[src/rtl/rom_arbiter.sv]
// Round-robin arbiter sharing one registered-read image ROM between several
// pixel-drawing requesters. Grants are combinational; returned data is routed
// back with a one-cycle rvalid. Locked requesters may hold the ROM for bursts,
// limited to MAX_BURST grants while anyone else is waiting.
module rom_arbiter #(
    parameter int unsigned ADDR_WIDTH = 20,
    parameter int unsigned DATA_WIDTH = 12,
    parameter int unsigned N_REQ      = 3,
    parameter int unsigned MAX_BURST  = 4
) (
    input  logic                        i_clk,
    input  logic                        i_rst_n,
    input  logic [N_REQ-1:0]            i_req,
    input  logic [N_REQ-1:0]            i_lock,
    input  logic [N_REQ*ADDR_WIDTH-1:0] i_addr,
    output logic [N_REQ-1:0]            o_gnt,
    output logic [N_REQ-1:0]            o_rvalid,
    output logic [DATA_WIDTH-1:0]       o_rdata,
    output logic [ADDR_WIDTH-1:0]       o_rom_addr,
    input  logic [DATA_WIDTH-1:0]       i_rom_dout
);

    localparam int unsigned IDX_W = (N_REQ > 1) ? $clog2(N_REQ) : 1;

    logic [IDX_W-1:0]      r_last;
    logic                  r_owner_valid;
    logic [7:0]            r_burst_cnt;
    logic [N_REQ-1:0]      r_rvalid;
    logic [ADDR_WIDTH-1:0] r_rom_addr;

    logic [N_REQ-1:0]      w_others;
    logic                  w_hold;
    logic                  w_found;
    logic                  w_grant;
    logic [IDX_W-1:0]      w_win;
    logic [IDX_W-1:0]      w_idx;
    logic [ADDR_WIDTH-1:0] w_addr_sel;

    // Winner selection: keep the locked owner while its burst budget lasts,
    // otherwise scan upward from the requester after the last one granted.
    always_comb begin
        w_others          = i_req;
        w_others[r_last]  = 1'b0;
        w_hold            = r_owner_valid && i_req[r_last] && i_lock[r_last] &&
                            ((32'(r_burst_cnt) < MAX_BURST) || (w_others == '0));
        w_win             = r_last;
        w_found           = 1'b0;
        w_idx             = '0;
        if (w_hold) begin
            w_found = 1'b1;
        end else begin
            for (int k = 1; k <= int'(N_REQ); k++) begin
                w_idx = IDX_W'((32'(r_last) + 32'(k)) % N_REQ);
                if (!w_found && i_req[w_idx]) begin
                    w_found = 1'b1;
                    w_win   = w_idx;
                end
            end
        end
    end

    // Grant, ROM address mux and data pass-through; gnt is held off during reset.
    always_comb begin
        w_grant            = w_found && i_rst_n;
        o_gnt              = '0;
        if (w_grant) begin
            o_gnt[w_win] = 1'b1;
        end
        w_addr_sel = i_addr[int'(w_win)*ADDR_WIDTH +: ADDR_WIDTH];
        o_rom_addr = w_grant ? w_addr_sel : r_rom_addr;
        o_rvalid   = r_rvalid;
        o_rdata    = i_rom_dout;
    end

    // Arbitration state, held ROM address and the one-cycle return valid.
    always_ff @(posedge i_clk or negedge i_rst_n) begin
        if (!i_rst_n) begin
            r_last        <= IDX_W'(N_REQ - 1);
            r_owner_valid <= 1'b0;
            r_burst_cnt   <= 8'd0;
            r_rvalid      <= '0;
            r_rom_addr    <= '0;
        end else begin
            r_rvalid <= o_gnt;
            if (w_grant) begin
                r_last        <= w_win;
                r_owner_valid <= i_lock[w_win];
                r_rom_addr    <= w_addr_sel;
                if ((w_win == r_last) && r_owner_valid) begin
                    r_burst_cnt <= (r_burst_cnt == 8'hFF) ? 8'hFF : r_burst_cnt + 8'd1;
                end else begin
                    r_burst_cnt <= 8'd1;
                end
            end else begin
                r_owner_valid <= 1'b0;
                r_burst_cnt   <= 8'd0;
            end
        end
    end

endmodule

[config.mk]
export PLATFORM = sky130hd
export DESIGN_NAME = rom_arbiter
export DESIGN_NICKNAME = d
export VERILOG_FILES = /design/src/rtl/rom_arbiter.sv
export SDC_FILE = /design/constraint.sdc
export NUM_CORES = 1
export LEC_CHECK = 0
export CELL_PAD_IN_SITES_DETAIL_PLACEMENT = 0
export CELL_PAD_IN_SITES_GLOBAL_PLACEMENT = 1
export CORE_UTILIZATION = 31
export DETAILED_ROUTE_END_ITERATION = 6
export PLACE_DENSITY_LB_ADDON = 0.1
export SLEW_MARGIN = 40
export SYNTH_ARGS = -nofsm -noshare
export SYNTH_HDL_FRONTEND = slang
export SYNTH_SLANG_ARGS = --single-unit
export TNS_END_PERCENT = 20
[constraint.sdc]
create_clock -name i_clk -period 4.9 [get_ports i_clk]
set_input_delay 1.47 -clock i_clk [delete_from_list [all_inputs] [get_ports i_clk]]
set_output_delay 1.47 -clock i_clk [all_outputs]
set_load 0.05 [all_outputs]
==> results.rst, run 1 <==
.. list-table::
   :header-rows: 1

   * - Metric
     - Value
   * - CTS Root Buffer Type
     - sky130_fd_sc_hd__clkbuf_8
   * - Post-route core utilization
     - 0.5338
   * - Cts bufs inserted
     - 5
   * - Count of input and output buffers
     - 93
   * - Most used flip-flop cell after synthesis
     - sky130_fd_sc_hd__dfrtp_1
   * - Critical path type
     - primary input to output pin
   * - Starting density of the core
     - 0.3214
   * - Cell type of the slowest stage on the worst timing path
     - sky130_fd_sc_hd__a221o_1
   * - Bufs and invs on worst path
     - 4
   * - Pwr Density
     - 774.3 mW/mm^2
   * - Met1 usage in global routing
     - 0.2127
   * - Horizontal die dimension
     - 91.51 um
   * - Gate family responsible for the most delay along the worst path
     - compound AO/OA/AOI/OAI gates
   * - Number of nets produced by synthesis
     - 321
   * - Count of standard-cell rows
     - 32
   * - Required time at the worst-slack endpoint
     - 3.43 ns
   * - Leakage Power
     - 0.001817 uW
   * - Net total in the final layout
     - 446
   * - Met3 Resource Use GR
     - 0.04439
   * - Mean area per synthesized cell
     - 10.57 sq um
   * - Final Setup Violations
     - 16
   * - Final antenna-violating net count
     - 0
   * - Number of global-route vias before repair
     - 2370
   * - Number of search-and-repair iterations in the first detailed-routing pass
     - 4
   * - Clock edge transition at the registers on the reported setup and hold paths
     - 0.07 ns
   * - Via count
     - 2273
   * - Layer with the highest usage after global routing
     - met2
   * - Overall die area
     - 0.008374 sq mm
   * - Final HPWL from detailed placement
     - 5246 um
   * - Final critical-path required period
     - 4.996 ns
   * - Worst path max stage delay
     - 0.36 ns
   * - Clock latency at the later pin of the worst-skew pair
     - 0.28 ns
   * - Total number of H-tree levels
     - 2
   * - Netlist area before placement
     - 0.002484 sq mm
   * - Maximum number of pins on one net before global-route repair
     - 37
   * - Run status
     - finished with violations
   * - GRT Overall Usage
     - 0.1750
   * - Gpl congestion
     - 0.7691
   * - Post-layout worst setup margin
     - -0.09589 ns
   * - Die Height
     - 91.51 um
   * - Fin. max-slew vios
     - 0
   * - Share of layout cells above drive strength 1
     - 0.3878
   * - Initial drt markers
     - 59
   * - Area growth from synthesis to layout
     - 66.10%
   * - Clk_skew
     - 0.008603 ns
   * - Routed len/inst
     - 15.40 um
   * - Synth warn
     - 0
   * - Fmax achieved
     - 0.2002 GHz
   * - Inserted Diodes
     - 0
   * - Critical path peak fanout
     - 6
   * - Cells along the critical path
     - buf_8 -> and3b_1 -> o21ai_2 -> a22o_4 -> mux2_4 -> nand2_8 -> buf_12 -> buf_6 -> mux2_4 -> a221o_1 -> buf_6
   * - Hold violation total from the final report
     - 0
   * - Overflow left after global routing
     - 0
   * - Max IR drop VDD
     - 0.4541 mV
   * - Total clock sinks
     - 34
   * - DRC errors left
     - 0
   * - Core Footprint
     - 0.007727 sq mm
   * - Synthesized flop and latch total
     - 34
   * - Worst slew margin relative to its limit
     - 0.6417
   * - Clock Path Buffers
     - 2
   * - Failing checks
     - setup timing
   * - Fraction of met2 tracks used by global routing
     - 0.3064
   * - Instance count of the mapped netlist
     - 235
   * - Wire length of the first global-routing pass
     - 11560 um
   * - Critical path startpoint category
     - primary input
   * - Setup repair after global routing missed its margin
     - yes
   * - Class of the tightest hold or removal check
     - register to register
   * - Number of flops mapped to enable cells by yosys
     - 0
   * - Detailed Route WL
     - 7130 um
   * - Clock tree from TritonCTS
     - built
   * - Final period util
     - 1.020
   * - Post-synthesis sequential area ratio
     - 0.3431
   * - Critical path capture point type
     - output pin
   * - Initial antenna violation count
     - 0
   * - Slew at the pin with the worst max-slew slack
     - 0.5358 ns
   * - Share of synthesized flip-flops with an asynchronous set or reset
     - 1.000
   * - Post-layout power
     - 3194 uW
   * - Number of top-level pins
     - 118
   * - Mean number of vias per cell
     - 4.909
   * - Cell variety after synth
     - 59
   * - Worst path arrival time
     - 3.53 ns
   * - Max_cap viols
     - 0
## cell usage after synthesis (all sizes together), types with 5 or more instances
| cell type | n | share of area |
|---|---|---|
| mux2 | 20 | 0.12 |
| nand3 | 6 | 0.016 |
| inv | 5 | 0.0076 |
| nand2b | 6 | 0.015 |
| ha | 6 | 0.030 |
| nand4 | 5 | 0.013 |
| dfrtp | 33 | 0.33 |
| a221o | 19 | 0.077 |
| nand2 | 8 | 0.015 |
| and2 | 23 | 0.058 |
| o21ai | 6 | 0.017 |
| nor2 | 12 | 0.023 |
| a21oi | 9 | 0.018 |
| buf | 23 | 0.079 |
## path summary, 6_finish.rpt
path	from	endpoint	slack [ns]	cells past startpoint
worst min register to register	r_burst_cnt[0]	r_burst_cnt[0]	0.56	1
max in group asynchronous	i_rst_n	r_last[1]	3.27	2
worst max register to register	r_last[1]	r_rom_addr[16]	1.78	11
worst min-delay path	r_burst_cnt[0]	r_burst_cnt[0]	0.56	1
worst max-delay path	i_req[0]	o_rom_addr[1]	-0.1	11
min in group asynchronous	i_rst_n	r_burst_cnt[2]	1.26	2
## logic make-up (layout without fill, tap and decap cells)
family                     count (synthesis)  count (layout)  synth area share
muxes                                     22              22            0.1244
DFF                                       34              34            0.3431
xor gates and xnor gates                   3               3           0.01058
buffers and inverters                     30             156           0.08917
AOI/OAI and AO/OA                         62              62            0.2076
and+or+nand+nor                           78              78            0.1950
adders and majority gates                  6               6           0.03023
## per-stage QoR
stage | hold slack [ns] | cell area, sq um | cells | worst slack [ns] | setup TNS (ns)
after detailed placement | 0.5528 | 3681 | 447 | -0.6119 | -12.22
final | 0.5581 | 4125 | 463 | -0.09589 | -0.9678
after CTS | 0.5627 | 4041 | 463 | -0.1280 | -1.640
after global placement | 0.5447 | 3681 | 447 | -0.5780 | -11.66
after floorplan | 0.5192 | 2504 | 235 | 0.01070 | 0
after global routing | 0.5882 | 4125 | 463 | -0.1438 | -1.952
## state kept, by name (all words and copies together) (netlist names)
register       flops
r_owner_valid      1
r_last             2
o_rvalid           3
r_rom_addr        20
r_burst_cnt        8
## per-layer routing
| layer | part of all wire | routed length, um |
|---|---|---|
| met3 | 0.045 | 321 |
| met4 | 0.0072 | 51 |
| met2 | 0.51 | 3626 |
| met5 | 0 | 0 |
| met1 | 0.44 | 3130 |
## layout by cell type (no fill, tap or decap), types with 7 or more instances in the layout
cell | Yosys | routed
sky130_fd_sc_hd__a21oi_1 | 9 | 8
sky130_fd_sc_hd__a221o_1 | 19 | 18
sky130_fd_sc_hd__and2_1 | 23 | 22
sky130_fd_sc_hd__buf_12 | 1 | 8
sky130_fd_sc_hd__buf_4 | 12 | 42
sky130_fd_sc_hd__buf_6 | 4 | 25
sky130_fd_sc_hd__clkdlybuf4s50_1 | 0 | 63
sky130_fd_sc_hd__dfrtp_1 | 33 | 33
sky130_fd_sc_hd__mux2_4 | 17 | 18
sky130_fd_sc_hd__nand2_1 | 7 | 7
sky130_fd_sc_hd__nor2_1 | 9 | 9
## final cells by class
type / instances / area [sq um]
Fill cell: 689 / 3602
Multi-Input combinational cell: 171 / 1534
Timing Repair Buffer: 143 / 1455
Sequential cell: 34 / 852.1
Tap cell: 102 / 127.6
Clock buffer: 5 / 68.82
Clock inverter: 3 / 68.82
Inverter: 5 / 18.77
## power by group
part	switching, uW	internal (uW)
Combinational	1280	1180
Clock	110	204
Sequential	31.1	388
## timing repair
action	in CTS	in global routing
resized for setup	61	14
hold endpoints to repair	0	0
cloned	1	0
pin swaps	12	15
buffers inserted	7	1
endpoints found under the setup margin	23	21
hold buffers	0	0
(Power assumes the default switching activity.)
==> inputs of run 2 (changes only) <==
Settings changed: ABC_CLOCK_PERIOD_IN_PS set to 4900.
==> results of run 2 <==
The final DEF is identical to that of run 1; final timing and power are the same.
